[src/rtl/ifm_pkg.sv]
// Shared types for the IFM feeder: element width, FSM states and the
// element tag that travels with each byte from SRAM to the shift buffer.
package ifm_pkg;

  localparam int IFM_DATA_W = 8;

  typedef enum logic [1:0] {
    ST_IDLE  = 2'd0,
    ST_ISSUE = 2'd1,
    ST_DRAIN = 2'd2,
    ST_DONE  = 2'd3
  } ifm_state_e;

  // One element plus the window/row tags computed when its read was issued.
  typedef struct packed {
    logic signed [IFM_DATA_W-1:0] data;
    logic                         win_valid;
    logic                         row_last;
  } ifm_tag_t;

  localparam ifm_tag_t IFM_TAG_ZERO = ifm_tag_t'({(IFM_DATA_W + 2){1'b0}});

  // Bundle raw SRAM data with the tags that were issued alongside its read.
  function automatic ifm_tag_t ifm_make_tag(input logic [IFM_DATA_W-1:0] data,
                                            input logic                  win,
                                            input logic                  last);
    ifm_tag_t t;
    t.data      = $signed(data);
    t.win_valid = win;
    t.row_last  = last;
    return t;
  endfunction

endpackage

[src/rtl/ifm_skid.sv]
// One-entry skid register. Catches the element returning from SRAM in a
// cycle where the pipeline is frozen, and hands it back on the next free edge.
module ifm_skid
  import ifm_pkg::*;
(
  input  logic     clk,
  input  logic     rst_n,
  input  logic     capture,
  input  logic     drain,
  input  ifm_tag_t din,
  output logic     valid,
  output ifm_tag_t dout
);

  logic     valid_r;
  ifm_tag_t tag_r;

  // Park a returning element while frozen; empty out on the first unfrozen edge.
  always_ff @(posedge clk or negedge rst_n) begin
    if (!rst_n) begin
      valid_r <= 1'b0;
      tag_r   <= IFM_TAG_ZERO;
    end else if (capture) begin
      valid_r <= 1'b1;
      tag_r   <= din;
    end else if (drain) begin
      valid_r <= 1'b0;
    end
  end

  assign valid = valid_r;
  assign dout  = tag_r;

endmodule

[src/rtl/ifm_feeder.sv]
// IFM feeder: walks one tile of the IFM SRAM in raster order, absorbs the
// one-cycle read latency and presents tagged bytes to the 4-entry shift
// buffer through a registered ifm_input/ifm_read pair. A shared stall
// freezes everything; an element returning during a freeze waits in the skid.
// DATA_W must match ifm_pkg::IFM_DATA_W, which sizes the element tag.
module ifm_feeder
  import ifm_pkg::*;
#(
  parameter int DATA_W     = IFM_DATA_W,
  parameter int IMG_W      = 16,
  parameter int IMG_H      = 16,
  parameter int ADDR_W     = 12,
  parameter int ROW_STRIDE = 16
) (
  input  logic                     clk,
  input  logic                     rst_n,
  input  logic                     stall,
  input  logic                     start,
  input  logic        [ADDR_W-1:0] base_addr,
  output logic                     sram_rd_en,
  output logic        [ADDR_W-1:0] sram_addr,
  input  logic        [DATA_W-1:0] sram_rdata,
  output logic signed [DATA_W-1:0] ifm_input,
  output logic                     ifm_read,
  output logic                     win_valid,
  output logic                     row_last,
  output logic                     busy,
  output logic                     done
);

  localparam int COL_W = $clog2(IMG_W);
  localparam int ROW_W = (IMG_H > 1) ? $clog2(IMG_H) : 1;

  localparam logic [COL_W-1:0]  COL_LAST = COL_W'(IMG_W - 1);
  localparam logic [COL_W-1:0]  COL_WIN  = COL_W'(3);
  localparam logic [ROW_W-1:0]  ROW_LAST = ROW_W'(IMG_H - 1);
  localparam logic [ADDR_W-1:0] STRIDE   = ADDR_W'(ROW_STRIDE);

  ifm_state_e        state_r;
  logic [COL_W-1:0]  col_r;
  logic [ROW_W-1:0]  row_r;
  logic [ADDR_W-1:0] addr_r;
  logic [ADDR_W-1:0] row_base_r;
  logic              busy_r;
  logic              done_r;

  logic              infl_r;
  logic              infl_win_r;
  logic              infl_last_r;

  logic              issue_s;
  logic              pending_s;
  ifm_tag_t          ret_tag_s;
  logic              skid_valid_s;
  ifm_tag_t          skid_tag_s;

  ifm_tag_t          out_tag_r;
  logic              out_read_r;

  // An unfrozen edge always moves a parked skid entry into the output
  // register, so a read issued in that same cycle returns to an empty skid
  // and the entry drains ahead of the new data.
  assign issue_s   = (state_r == ST_ISSUE) && !stall;
  assign pending_s = infl_r || skid_valid_s;
  assign ret_tag_s = ifm_make_tag(sram_rdata, infl_win_r, infl_last_r);

  // Tile sequencer: state, raster counters and the stride-accumulated address.
  always_ff @(posedge clk or negedge rst_n) begin
    if (!rst_n) begin
      state_r    <= ST_IDLE;
      col_r      <= {COL_W{1'b0}};
      row_r      <= {ROW_W{1'b0}};
      addr_r     <= {ADDR_W{1'b0}};
      row_base_r <= {ADDR_W{1'b0}};
      busy_r     <= 1'b0;
      done_r     <= 1'b0;
    end else begin
      case (state_r)
        ST_IDLE: begin
          if (start) begin
            state_r    <= ST_ISSUE;
            col_r      <= {COL_W{1'b0}};
            row_r      <= {ROW_W{1'b0}};
            addr_r     <= base_addr;
            row_base_r <= base_addr;
            busy_r     <= 1'b1;
          end
        end
        ST_ISSUE: begin
          if (issue_s) begin
            if (col_r == COL_LAST) begin
              col_r      <= {COL_W{1'b0}};
              row_base_r <= row_base_r + STRIDE;
              addr_r     <= row_base_r + STRIDE;
              if (row_r == ROW_LAST) begin
                state_r <= ST_DRAIN;
              end else begin
                row_r <= row_r + ROW_W'(1);
              end
            end else begin
              col_r  <= col_r + COL_W'(1);
              addr_r <= addr_r + ADDR_W'(1);
            end
          end
        end
        ST_DRAIN: begin
          if (!stall && !pending_s) begin
            state_r <= ST_DONE;
            done_r  <= 1'b1;
          end
        end
        ST_DONE: begin
          if (!stall) begin
            state_r <= ST_IDLE;
            done_r  <= 1'b0;
            busy_r  <= 1'b0;
          end
        end
        default: begin
          state_r <= ST_IDLE;
          busy_r  <= 1'b0;
          done_r  <= 1'b0;
        end
      endcase
    end
  end

  // Remember that a read is outstanding, with the tags of the column it came from.
  always_ff @(posedge clk or negedge rst_n) begin
    if (!rst_n) begin
      infl_r      <= 1'b0;
      infl_win_r  <= 1'b0;
      infl_last_r <= 1'b0;
    end else begin
      infl_r      <= issue_s;
      infl_win_r  <= issue_s && (col_r >= COL_WIN);
      infl_last_r <= issue_s && (col_r == COL_LAST);
    end
  end

  ifm_skid u_skid (
    .clk     (clk),
    .rst_n   (rst_n),
    .capture (stall && infl_r),
    .drain   (!stall),
    .din     (ret_tag_s),
    .valid   (skid_valid_s),
    .dout    (skid_tag_s)
  );

  // Output register: the skid entry goes first, then fresh return data; frozen while stalled.
  always_ff @(posedge clk or negedge rst_n) begin
    if (!rst_n) begin
      out_read_r <= 1'b0;
      out_tag_r  <= IFM_TAG_ZERO;
    end else if (!stall) begin
      if (skid_valid_s) begin
        out_read_r <= 1'b1;
        out_tag_r  <= skid_tag_s;
      end else if (infl_r) begin
        out_read_r <= 1'b1;
        out_tag_r  <= ret_tag_s;
      end else begin
        out_read_r <= 1'b0;
        out_tag_r  <= ifm_make_tag(out_tag_r.data, 1'b0, 1'b0);
      end
    end
  end

  assign sram_rd_en = issue_s;
  assign sram_addr  = addr_r;
  assign ifm_input  = out_tag_r.data;
  assign ifm_read   = out_read_r;
  assign win_valid  = out_tag_r.win_valid;
  assign row_last   = out_tag_r.row_last;
  assign busy       = busy_r;
  assign done       = done_r;

endmodule

[config.mk]
export PLATFORM = sky130hd
export DESIGN_NAME = ifm_feeder
export DESIGN_NICKNAME = d
export VERILOG_FILES = /design/src/rtl/ifm_pkg.sv /design/src/rtl/ifm_skid.sv /design/src/rtl/ifm_feeder.sv
export SDC_FILE = /design/constraint.sdc
export NUM_CORES = 1
export LEC_CHECK = 0
export BUFFER_PORTS_ARGS = -buffer_cell sky130_fd_sc_hd__buf_2
export CAP_MARGIN = 15
export CORE_ASPECT_RATIO = 0.7
export CORE_MARGIN = 10
export CORE_UTILIZATION = 45
export DETAILED_ROUTE_END_ITERATION = 12
export PLACE_DENSITY_LB_ADDON = 0.2
export SYNTH_ARGS = -nofsm -noshare
export SYNTH_HDL_FRONTEND = slang
export SYNTH_SLANG_ARGS = --single-unit
export TNS_END_PERCENT = 10
[constraint.sdc]
create_clock -name clk -period 5 [get_ports clk]
set_clock_uncertainty 0.15 [all_clocks]
set_input_delay 0 -clock clk [delete_from_list [all_inputs] [get_ports clk]]
set_output_delay 0 -clock clk [all_outputs]
set_load 0.01 [all_outputs]
* After elaboration in Yosys (flattened, before gate mapping)
Cells that the tools add are included.
Word-level totals: output and inout port bits 26, bits of input ports 24, bits in registers 61, logic and storage cells 89
Operators by class: eq/ne operators 13, reduce and logical (&&, ||, !) cells 20, multiplexer cells 32, bitwise gates (word level) 1, add/subtract/negate cells 4, magnitude comparators 1
Operator list (number):
- $mux 12 | 5
- $pmux 12 s2 | 2
- $mux 4 | 6
- $mux 10 | 2
- $pmux 4 s2 | 2
- $add 12x1->12 const B | 1
- $add 12x5->12 const B | 1
- $mux 2 | 6
- $ne 2x2->1 const B | 5
- $reduce_and 3->1 | 3
- $add 4x1->4 const B | 2
- $eq 4x4->1 const B | 2
- $pmux 2 s4 | 1
- $reduce_bool 2->1 | 4
- $mux 1 | 6
- $ne 2x1->1 const B | 3
- $reduce_and 6->1 | 1
- $logic_and 1x1->1 | 5
- $reduce_and 5->1 | 1
- $eq 2x2->1 const B | 2
- $ge 4x2->1 const B | 1
- $pmux 1 s2 | 2
- $reduce_and 4->1 | 1
- $eq 2x1->1 const B | 1
- 5 further kinds | 6

* Logic depth before layout (Yosys ltp)
Gate-level depths: netlist of the first run.
word-level depth 5, mapped depth 9, mapped depth without buffers 7

* Hierarchy
From an unflattened synthesis of the first run, not the netlist that was laid out.
Unflattened totals: cell total of the unflattened synthesis 348, area total of the unflattened synthesis 3276.9 um^2
Modules (own cells, without submodules):
- ifm_feeder | times used 1, cells each 324, area each 2831.5 um^2
- ifm_skid | times used 1, cells each 24, area each 445.4 um^2

* Least setup slack after synthesis of the first run
Ideal clock, no wire load.
path kind flip-flop to flip-flop, start point register state_r[1], end point register addr_r[11], in the netlist sram_addr[11], library setup time 0.121 ns, setup slack 3.056 ns, data required time 4.729 ns, data arrival time 1.673 ns, stages on the path, launching flop included 9, path through dfrtp_1 -> inv_1 -> ha_1 -> buf_2 -> nand3b_1 -> o22ai_1 -> o211ai_1 -> o21a_1 -> o22a_1
On the way: word-level cells in the longest chain between the ends 4
Ends and longest elaborated chain:
- start, declared | RTL line ifm_feeder.sv:39 | ifm_state_e state_r;
- start signal, assigned | RTL line ifm_feeder.sv:70 | state_r <= ST_IDLE;
- start signal, assigned | RTL line ifm_feeder.sv:81 | state_r <= ST_ISSUE;
- start signal, assigned | RTL line ifm_feeder.sv:96 | state_r <= ST_DRAIN;
- $eq 2x1->1 | RTL line ifm_feeder.sv:63, ifm_feeder.sv:78
- $logic_and 1x1->1 | RTL line ifm_feeder.sv:63 | assign issue_s = (state_r == ST_ISSUE) && !stall;
- $ne 2x2->1 (no line)
- $reduce_and 3->1 (no line)
- end signal, assigned | RTL line ifm_feeder.sv:73 | addr_r <= {ADDR_W{1'b0}};
- end signal, assigned | RTL line ifm_feeder.sv:84 | addr_r <= base_addr;
- end signal, assigned | RTL line ifm_feeder.sv:94 | addr_r <= row_base_r + STRIDE;
- end, declared | RTL line ifm_feeder.sv:42 | logic [ADDR_W-1:0] addr_r;
Parallel ways exist; a longest one is shown, timed or not. A chain may end at the register's enable or synchronous reset.

* Worst setup path in the final report of the first run
start point register state_r[1], end point register addr_r[2], in the netlist sram_addr[2]
The elaborated chain is that of the path after synthesis.

==> results of run 1 <==
## routing by layer
layer	up-vias	track usage, %	wire [um]
met5	-	0	0
met3	10	3.59	492
li1	1431	-	-
met2	98	23.3	3950
met1	1401	22.1	4200
met4	0	6.14	129
## worst max-delay path, delay by kind of cell (launching register included)
| family | cells | cell delay [ns] |
|---|---|---|
| buffers and inverters | 1 | 0.09 |
| AOI/OAI and AO/OA | 3 | 1.33 |
| adders and majority gates | 1 | 0.84 |
| muxes | 1 | 0.26 |
| DFF | 1 | 0.41 |
## stage by stage
stage | cell area, sq um | total power (W) | std cells | setup WS [ns]
after global placement | 3550 | 0.00184 | 484 | 1.96
after detailed placement | 3550 | 0.00188 | 484 | 1.87
final | 3990 | 0.00240 | 521 | 1.81
after floorplan | 3280 | 0.00159 | 362 | 3.06
after CTS | 3990 | 0.00240 | 521 | 1.84
after global routing | 3990 | 0.00258 | 521 | 1.45
## cell families (layout without fill, tap and decap cells)
| group | Yosys count | count (layout) | synth area share, % |
|---|---|---|---|
| compound gates | 117 | 117 | 22.0 |
| fa+ha+maj | 8 | 8 | 3.05 |
| xor+xnor | 6 | 6 | 1.60 |
| simple gates | 124 | 124 | 17.6 |
| flops | 61 | 61 | 46.5 |
| mux | 15 | 15 | 5.15 |
| buf+inv | 31 | 96 | 4.08 |
## state kept, by name (all words and copies together) (netlist names)
| signal | flops |
|---|---|
| busy | 1 |
| col_r | 4 |
| done | 1 |
| ifm_input | 8 |
| ifm_read | 1 |
| infl_last_r | 1 |
| infl_r | 1 |
| infl_win_r | 1 |
| row_base_r | 12 |
| row_last | 1 |
| row_r | 4 |
| sram_addr | 12 |
| state_r | 2 |
| u_skid.dout | 10 |
| u_skid.valid | 1 |
| win_valid | 1 |
## worst max-delay path by stage
stage                     from       endpoint  slack [ns]  cells after the start
floorplan           state_r[1]  sram_addr[11]        3.06                      8
global placement    state_r[1]   sram_addr[2]        1.96                      6
detailed placement  state_r[1]   sram_addr[2]        1.87                      6
CTS                 state_r[1]   sram_addr[2]        1.84                      6
global route        state_r[1]   sram_addr[2]        1.45                      6
finish              state_r[1]   sram_addr[2]        1.81                      6
## report_power, final
group,total (W),internal (W),switching (W)
registers,0.000898,0.000687,0.000211
logic,0.000994,0.000409,0.000585
clock network,0.000504,0.000307,0.000197
total,0.00240,0.00140,0.000993
## area by class of cell
type                       instances  area [sq um]
inverter                           9          33.8
multi-input combinational        270          1620
tap                               94           118
fill                             620          2930
sequential                        61          1530
timing repair buffer              71           463
clock inverter                     4          70.1
clock buffer                      12           155
## layout by cell type (no fill, tap or decap), types with 12 or more instances in the layout
| master | netlist | routed |
|---|---|---|
| buf_2 | 10 | 49 |
| o21ai_0 | 37 | 37 |
| nor2_1 | 26 | 26 |
| nand3_1 | 16 | 16 |
| a22oi_1 | 12 | 12 |
| a21oi_1 | 33 | 33 |
| dlygate4sd3_1 | 0 | 21 |
| nand2_1 | 49 | 49 |
| dfrtp_1 | 61 | 61 |
==> out/qor.yml, run 1 <==
irDropWorstVdd_uv: 233
synth_top_area_share_pct: 46.5
min_period_ns: 3.19
antenna_left: 0
ys_types: 52
io_pins: 50
drc: 0
crit_chain: "inv_1, ha_1, mux2i_2, a21oi_2, o21ai_0, a22o_1"
whs_ns: 0.0118
hold_viol: 0
cts.clk_slew.worst_paths_ns: 0.08
required_ns: 5.09
grt_pass1_vias: 2803
run_status: "completed"
min_to: "row_base_r[0]"
insertedDiodeCount: 0
fp.dieArea_sq_um: 11200
ys_warn_count: 0
yosys-top-cells-count: "61 x dfrtp_1, 49 x nand2_1, 37 x o21ai_0, 33 x a21oi_1, 26 x nor2_1"
cts_hold_buf: 21
cts.sinks: 61
yosysTopAreaCell: "dfrtp_1"
drtIter0Drc: 224
wirelength_um: 8770
leakage_nw: 1.73
r2r_cells: 6
synthFlopType: "dfrtp_1"
critPathCaptureType: "register"
wl_per_cell_um: 16.8
slowest_delay_ns: 0.84
die_w_um: 122
fmax_mhz: 313
fp.dieH_um: 91.4
final_nets: 454
cts_max_level: 3
syn_area_per_cell_sq_um: 9.06
syn_inst: 362
finalSetupViolCount: 0
period_share_pct: 63.8
core_sq_um: 6910
detailed_place_hpwl_um: 5850
synth_edf_count: 0
overflow: 0
r2r-start: "state_r[1]"
maxCapViolCount: 0
r2r_slack_ns: 1.81
antenna_found_initial: 0
drt-pass1-iter-count: 5
cts_setup_buffers: 0
max_slew_margin_pct: 30.3
numCtsBuffers: 9
insertion_delay_ns: 0.35
setup_tns_ns: 0
final_core_util_pct: 57.6
via_count: 2940
slowest_stage: "ha_1"
rows: 25
critical_path_class: "register to register"
whs_path_depth: 3
cts_tree: "built"
area_growth_syn_to_layout_pct: 21.5
layout-drive-gt1-share_pct: 19.2
synthArstFlopShare_pct: 100
rsz0062_at_grt: "no"
holdCritPathClass: "primary input to register"
synth_area_leaders: "dfrtp_1 47%, o21ai_0 5.6%, nand2_1 5.6%"
viasPerCell: 5.64
portBuffers: 49
cts_buffer_depth: 2
start_kind: "register"
gp_congestion: 0.837
ys_seq_area_share_pct: 46.5
post_cts_resized: 0
start_util_pct: 47.4
yosysMostFrequentCell: "dfrtp_1"
grt_pass1_wl_um: 14400
critPathMaxFanout: 31
grt_usage_pct: 15.9
worstReg2RegEnd: "sram_addr[2]"
synth_seq_cells: 61
p_per_area_nw_per_um2: 601
worstMarginPinSlew_ns: 1.05
arrival_ns: 3.28
min_from: "start"
grt_max_degree: 62
drv_slew: 0
synth_area_sq_um: 3280
synth.net_count: 394
cts.root.buffer_cell: "clkbuf_8"
Note: power is estimated with default switching activity, not from simulation.
==> run 2: changes to the inputs <==
==> constraint.sdc (replaced) <==
create_clock -name clk -period 3.2 [get_ports clk]
set_clock_uncertainty 0.15 [all_clocks]
set_input_delay 0 -clock clk [delete_from_list [all_inputs] [get_ports clk]]
set_output_delay 0 -clock clk [all_outputs]
set_load 0.01 [all_outputs]
==> run 2 against run 1 <==
Net effect: wire length fell by 2.7%; sequential power rose by 55%; global-route usage fell by 0.30 points; first-iteration DRC count rose by 4.5%; critical endpoint is now row_base_r[6]; largest power group unchanged.
==> out/qor.yml, run 2 (synthesis gave the netlist of run 1 again) <==
layout-drive-gt1-share_pct: 20.3  # +1.1 points
finalSetupViolCount: 0  # unchanged
critPathCaptureType: "register"
wl_met3_um: 610  # +24%
die_w_um: 122  # unchanged
wl_met2_um: 3890  # -1.3%
setup_tns_ns: 0  # unchanged
arrival_ns: 2.69  # -0.59 ns
multi_input_area_sq_um: 1620  # unchanged
min_from: "start"
drc: 0  # unchanged
insertion_delay_ns: 0.35  # about the same
drv_slew: 0  # unchanged
cts.root.buffer_cell: "clkbuf_8"
r2r_cells: 7  # +1
core_sq_um: 6910  # unchanged
top_layer_used: "met4"
wl_per_cell_um: 16.2  # -3.8%
worstReg2RegEnd: "row_base_r[6]"
maxCapViolCount: 0  # unchanged
via_count: 2917  # -0.78%
fp.dieH_um: 91.4  # unchanged
r2r_slack_ns: 0.64  # -1.17 ns
required_ns: 3.33  # -1.76 ns
regArea_sq_um: 1530  # unchanged
cts_max_level: 3  # unchanged
cts.clk_slew.worst_paths_ns: 0.07  # about the same
cts_tree: "built"
hold_viol: 0  # unchanged
grt_max_degree: 33  # -47%
area_growth_syn_to_layout_pct: 22.9
wl_met1_um: 3910  # -6.8%
whs_ns: 0.0101  # -0.00170 ns
fp.dieArea_sq_um: 11200  # unchanged
antenna_left: 0  # unchanged
cts_buffer_depth: 2  # unchanged
io_pins: 50  # unchanged
cts_setup_buffers: 0  # unchanged
start_util_pct: 47.4  # unchanged
cts.sinks: 61  # unchanged
final_core_util_pct: 58.3  # +0.65 points
max_slew_margin_pct: 52.5  # +22 points
rsz0062_at_grt: "no"
gp_congestion: 0.830  # -0.85%
critical_path_class: "register to register"
worstMarginPinSlew_ns: 0.712  # -0.334 ns
period_share_pct: 80.1  # +16 points
final_common_cell: "dfrtp_1"
insertedDiodeCount: 0  # unchanged
cp-startpoint: "state_r[1]"
critPathMaxFanout: 22  # -29%
fillCellCount: 628  # +1.3%
start_kind: "register"
min_to: "row_base_r[0]"
drtIter0Drc: 234  # +4.5%
detailed_place_hpwl_um: 5960  # +1.9%
fmax_mhz: 390  # +24%
grt_pass1_wl_um: 14200  # -1.9%
holdCritPathClass: "primary input to register"
grt_pass1_vias: 2803  # unchanged
viasPerCell: 5.54  # -1.9%
final_nets: 460  # +1.3%
rows: 25  # unchanged
drt-pass1-iter-count: 4  # -1
wirelength_um: 8530  # -2.7%
min_period_ns: 2.56  # -0.628 ns
r2r-start: "state_r[1]"
antenna_found_initial: 0  # unchanged
leakage_nw: 1.76  # +1.6%
irDropWorstVdd_uv: 366  # +57%
final_cell_mix: "61 x dfrtp_1, 49 x nand2_1, 49 x buf_2, 37 x o21ai_0, 33 x a21oi_1"
p_per_area_nw_per_um2: 934  # +55%
run_status: "completed"
numCtsBuffers: 9  # unchanged
whs_path_depth: 3  # unchanged
grt_usage_pct: 15.6  # -0.30 points
overflow: 0  # unchanged
portBuffers: 49  # unchanged
run 2: cell types whose count changed in the layout (fill, tap and decap cells not counted):
cell | previous run | this run
buf_4 | 1 | 7
run 2: final cells by class:
| type | count | share of cell area (%) |
|---|---|---|
| Tap cell | 94 | 2.92 |
| Timing Repair Buffer | 77 | 12.6 |
| Clock inverter | 4 | 1.74 |
| Sequential cell | 61 | 37.9 |
| Clock buffer | 12 | 3.85 |
| Multi-Input combinational cell | 270 | 40.2 |
| Inverter | 9 | 0.838 |
run 2: power by group:
part	total [W]	leakage (nW)	internal (W)	switching, W
Sequential	0.00139	0.742	0.00107	0.000320
Combinational	0.00159	0.898	0.000670	0.000921
Clock	0.000779	0.116	0.000479	0.000300
Total	0.00376	1.76	0.00222	0.00154
run 2: critical path: stages (launching register included):
cell and delay (ns):
dfrtp_1 0.39, inv_1 0.08, ha_1 0.37, mux2i_2 0.35
a21o_1 0.58, nor2_1 0.14, mux2_2 0.29, a21oi_1 0.14
run 2: worst max path at each step:
stage                    end  slack [ns]  cells past startpoint
3_3_place_gp   row_base_r[6]        0.74                      7
6_report       row_base_r[6]        0.64                      7
3_5_place_dp   row_base_r[6]        0.67                      7
4_1_cts        row_base_r[6]        0.65                      7
2_1_floorplan  sram_addr[11]        1.26                      8
5_1_grt        row_base_r[6]        0.41                      7
run 2: repair_timing:
| action | CTS | global route |
|---|---|---|
| endpoints found under the setup margin | 0 | 0 |
| hold buffers | 21 | 0 |
| resized for setup | 0 | 0 |
| hold endpoints to repair | 65 | 0 |
run 2: per-stage QoR:
step | worst slack [ns] | total power, W | std cells | instance area [sq um]
final | 0.637 | 0.00376 | 527 | 4030
after detailed placement | 0.674 | 0.00297 | 490 | 3590
after global placement | 0.742 | 0.00292 | 490 | 3590
after global routing | 0.414 | 0.00406 | 527 | 4030
after floorplan | 1.26 | 0.00248 | 362 | 3280
after CTS | 0.645 | 0.00378 | 527 | 4030
run 2: routing by layer:
layer	GRT usage [%]	vias up
met1	21.4	1379
li1	-	1442
met4	5.94	0
met5	0	-
met3	4.08	12
met2	22.8	84
==> run 3: changes to the inputs <==
==> constraint.sdc (replaced) <==
create_clock -name clk -period 2.2 [get_ports clk]
set_clock_uncertainty 0.15 [all_clocks]
set_input_delay 0 -clock clk [delete_from_list [all_inputs] [get_ports clk]]
set_output_delay 0 -clock clk [all_outputs]
set_load 0.01 [all_outputs]
==> run 3 against run 2 <==
Net effect: maximum frequency increased by 25%; total power increased by 48%; register-to-register slack worse by 0.49 ns.
==> out/qor.yml, run 3 (synthesis gave the netlist of run 1 again) <==
r2r-start: "state_r[0]"
drc: 0  # unchanged
min_from: "stall"
antenna_left: 0  # unchanged
maxCapViolCount: 0  # unchanged
path_buf_inv: 2  # +1
dp.cells: 502  # +2.4%
core_sq_um: 6910  # unchanged
fmax_mhz: 487  # +25%
p_int_w: 0.00329  # +48%
whs_path_depth: 2  # -1
grt_pass1_wl_um: 14900  # +5.0%
rows: 25  # unchanged
wirelength_um: 8890  # +4.2%
wl_per_cell_um: 16.6  # +2.2%
whs_ns: 0.0154  # +0.00525 ns
final_nets: 472  # +2.6%
worstMarginPinSlew_ns: 0.701  # -0.0103 ns
slowest_delay_ns: 0.40  # -0.18 ns
hold_viol: 0  # unchanged
switching_share_pct: 41.0  # about the same
arrival_ns: 2.13  # -0.56 ns
grt_max_degree: 62  # +88%
placed_area_sq_um: 3710  # +3.2%
combinationalPowerShare_pct: 45.4  # +3.1 points
cts_tree: "built"
irDropWorstVdd_uv: 463  # +26%
min_to: "u_skid.valid"
switching_power_w: 0.00228  # +48%
run_status: "completed"
overflow: 0  # unchanged
critical_path_class: "register to register"
drtIter0Drc: 308  # +32%
rsz0062_at_grt: "yes"
via_count: 3010  # +3.2%
max_slew_margin_pct: 53.1  # +0.69 points
period_share_pct: 93.3  # +13 points
setup_slack_ns: 0.147  # -0.490 ns
layout-drive-gt1-share_pct: 23.3  # +2.9 points
grt_pass1_vias: 2930  # +4.5%
p_per_area_nw_per_um2: 1350  # +45%
antenna_found_initial: 0  # unchanged
stdcell_count: 537  # +1.9%
portBuffers: 49  # unchanged
area_growth_syn_to_layout_pct: 26.0
grt_usage_pct: 16.3  # +0.66 points
start_kind: "register"
gp_congestion: 0.843  # +1.5%
cts.clk_slew.worst_paths_ns: 0.07  # about the same
insertion_delay_ns: 0.34  # about the same
cts.root.buffer_cell: "clkbuf_8"
insertedDiodeCount: 0  # unchanged
final_common_cell: "dfrtp_1"
seqPwrFrac_pct: 36.3  # -0.7 points
finalSetupViolCount: 0  # unchanged
leakage_nw: 1.81  # +2.8%
viasPerCell: 5.61  # +1.3%
drv_slew: 0  # unchanged
slowest_stage: "dfrtp_1"
crit_family: "compound AO/OA/AOI/OAI gates"
pwr-share-clk_pct: 18.3  # -2.4 points
cts_buffer_depth: 2  # unchanged
detailed_place_hpwl_um: 6350  # +6.5%
required_ns: 2.28  # -1.05 ns
io_pins: 50  # unchanged
cts.sinks: 61  # unchanged
die_w_um: 122  # unchanged
critPathCaptureType: "register"
cts_setup_buffers: 0  # unchanged
crit_chain: "inv_1, ha_1, mux2i_2, a21o_2, buf_4, nor2_1, a311oi_1"
critPathMaxFanout: 8  # -64%
r2r_cells: 7  # unchanged
worstReg2RegEnd: "sram_addr[8]"
place_ws_ns: 0.0780  # -0.596 ns
r2r_slack_ns: 0.15  # -0.49 ns
drt-pass1-iter-count: 5  # +1
final_cell_mix: "61 x dfrtp_1, 49 x buf_2, 48 x nand2_1, 37 x o21ai_0, 33 x a21oi_1"
fp.dieH_um: 91.4  # unchanged
min_period_ns: 2.05  # -0.510 ns
holdCritPathClass: "primary input to register"
cts_max_level: 3  # unchanged
fp.dieArea_sq_um: 11200  # unchanged
numCtsBuffers: 9  # unchanged
fin_area_sq_um: 4130  # +2.5%
report.power.total_w: 0.00557  # +48%
start_util_pct: 47.4  # unchanged
-- run 3: power groups by stage --
stage	Clock [W]	Combinational [W]	Sequential (W)
after CTS	0.00105	0.00252	0.00201
after global routing	0.00109	0.00283	0.00209
after global placement	0	0.00243	0.00201
after floorplan	0	0.00163	0.00197
after detailed placement	0	0.00248	0.00202
final	0.00102	0.00253	0.00202
-- run 3: metrics by stage --
| stage | TNS (ns) | util (%) |
|---|---|---|
| after CTS | 0 | 59.6 |
| after global placement | 0 | 53.7 |
| final | 0 | 59.8 |
| after floorplan | 0 | - |
| after global routing | -0.0353 | 59.8 |
| after detailed placement | 0 | 53.7 |
-- run 3: final cells by class --
cell class              instances  area [sq um]
inverters                       9          33.8
fillers                       606          2780
flip-flops and latches         61          1530
multi-input cells             270          1630
clock buffers                  13           169
well taps                      94           118
repair buffers                 89           623
clock inverters                 1          30.0
-- run 3: worst reg2reg max path, stage by stage (launching register included) --
cell and delay [ns]:
dfrtp_1 0.40, inv_1 0.11, ha_1 0.21, mux2i_2 0.35, a21o_2 0.25, buf_4 0.18, nor2_1 0.08, a311oi_1 0.23
-- run 3: how the worst max path moves through the flow --
stage                from             to  cells past startpoint
3_3_place_gp   state_r[1]   sram_addr[8]                      7
5_1_grt        state_r[0]   sram_addr[8]                      7
4_1_cts        state_r[1]   sram_addr[8]                      7
6_report       state_r[0]   sram_addr[8]                      7
3_5_place_dp   state_r[1]   sram_addr[0]                      8
2_1_floorplan  state_r[1]  sram_addr[11]                      8
-- run 3: layer usage --
layer | routed length [um] | GRT usage (%)
met5 | 0 | 0
met4 | 90 | 4.46
met3 | 552 | 4.45
met2 | 3870 | 23.5
met1 | 4380 | 23.0
-- run 3: repair_timing --
item / CTS / global route
hold endpoints to repair: 101 / 0
hold buffers: 21 / 0
resized for setup: 0 / 5
setup endpoints to repair: 0 / 17
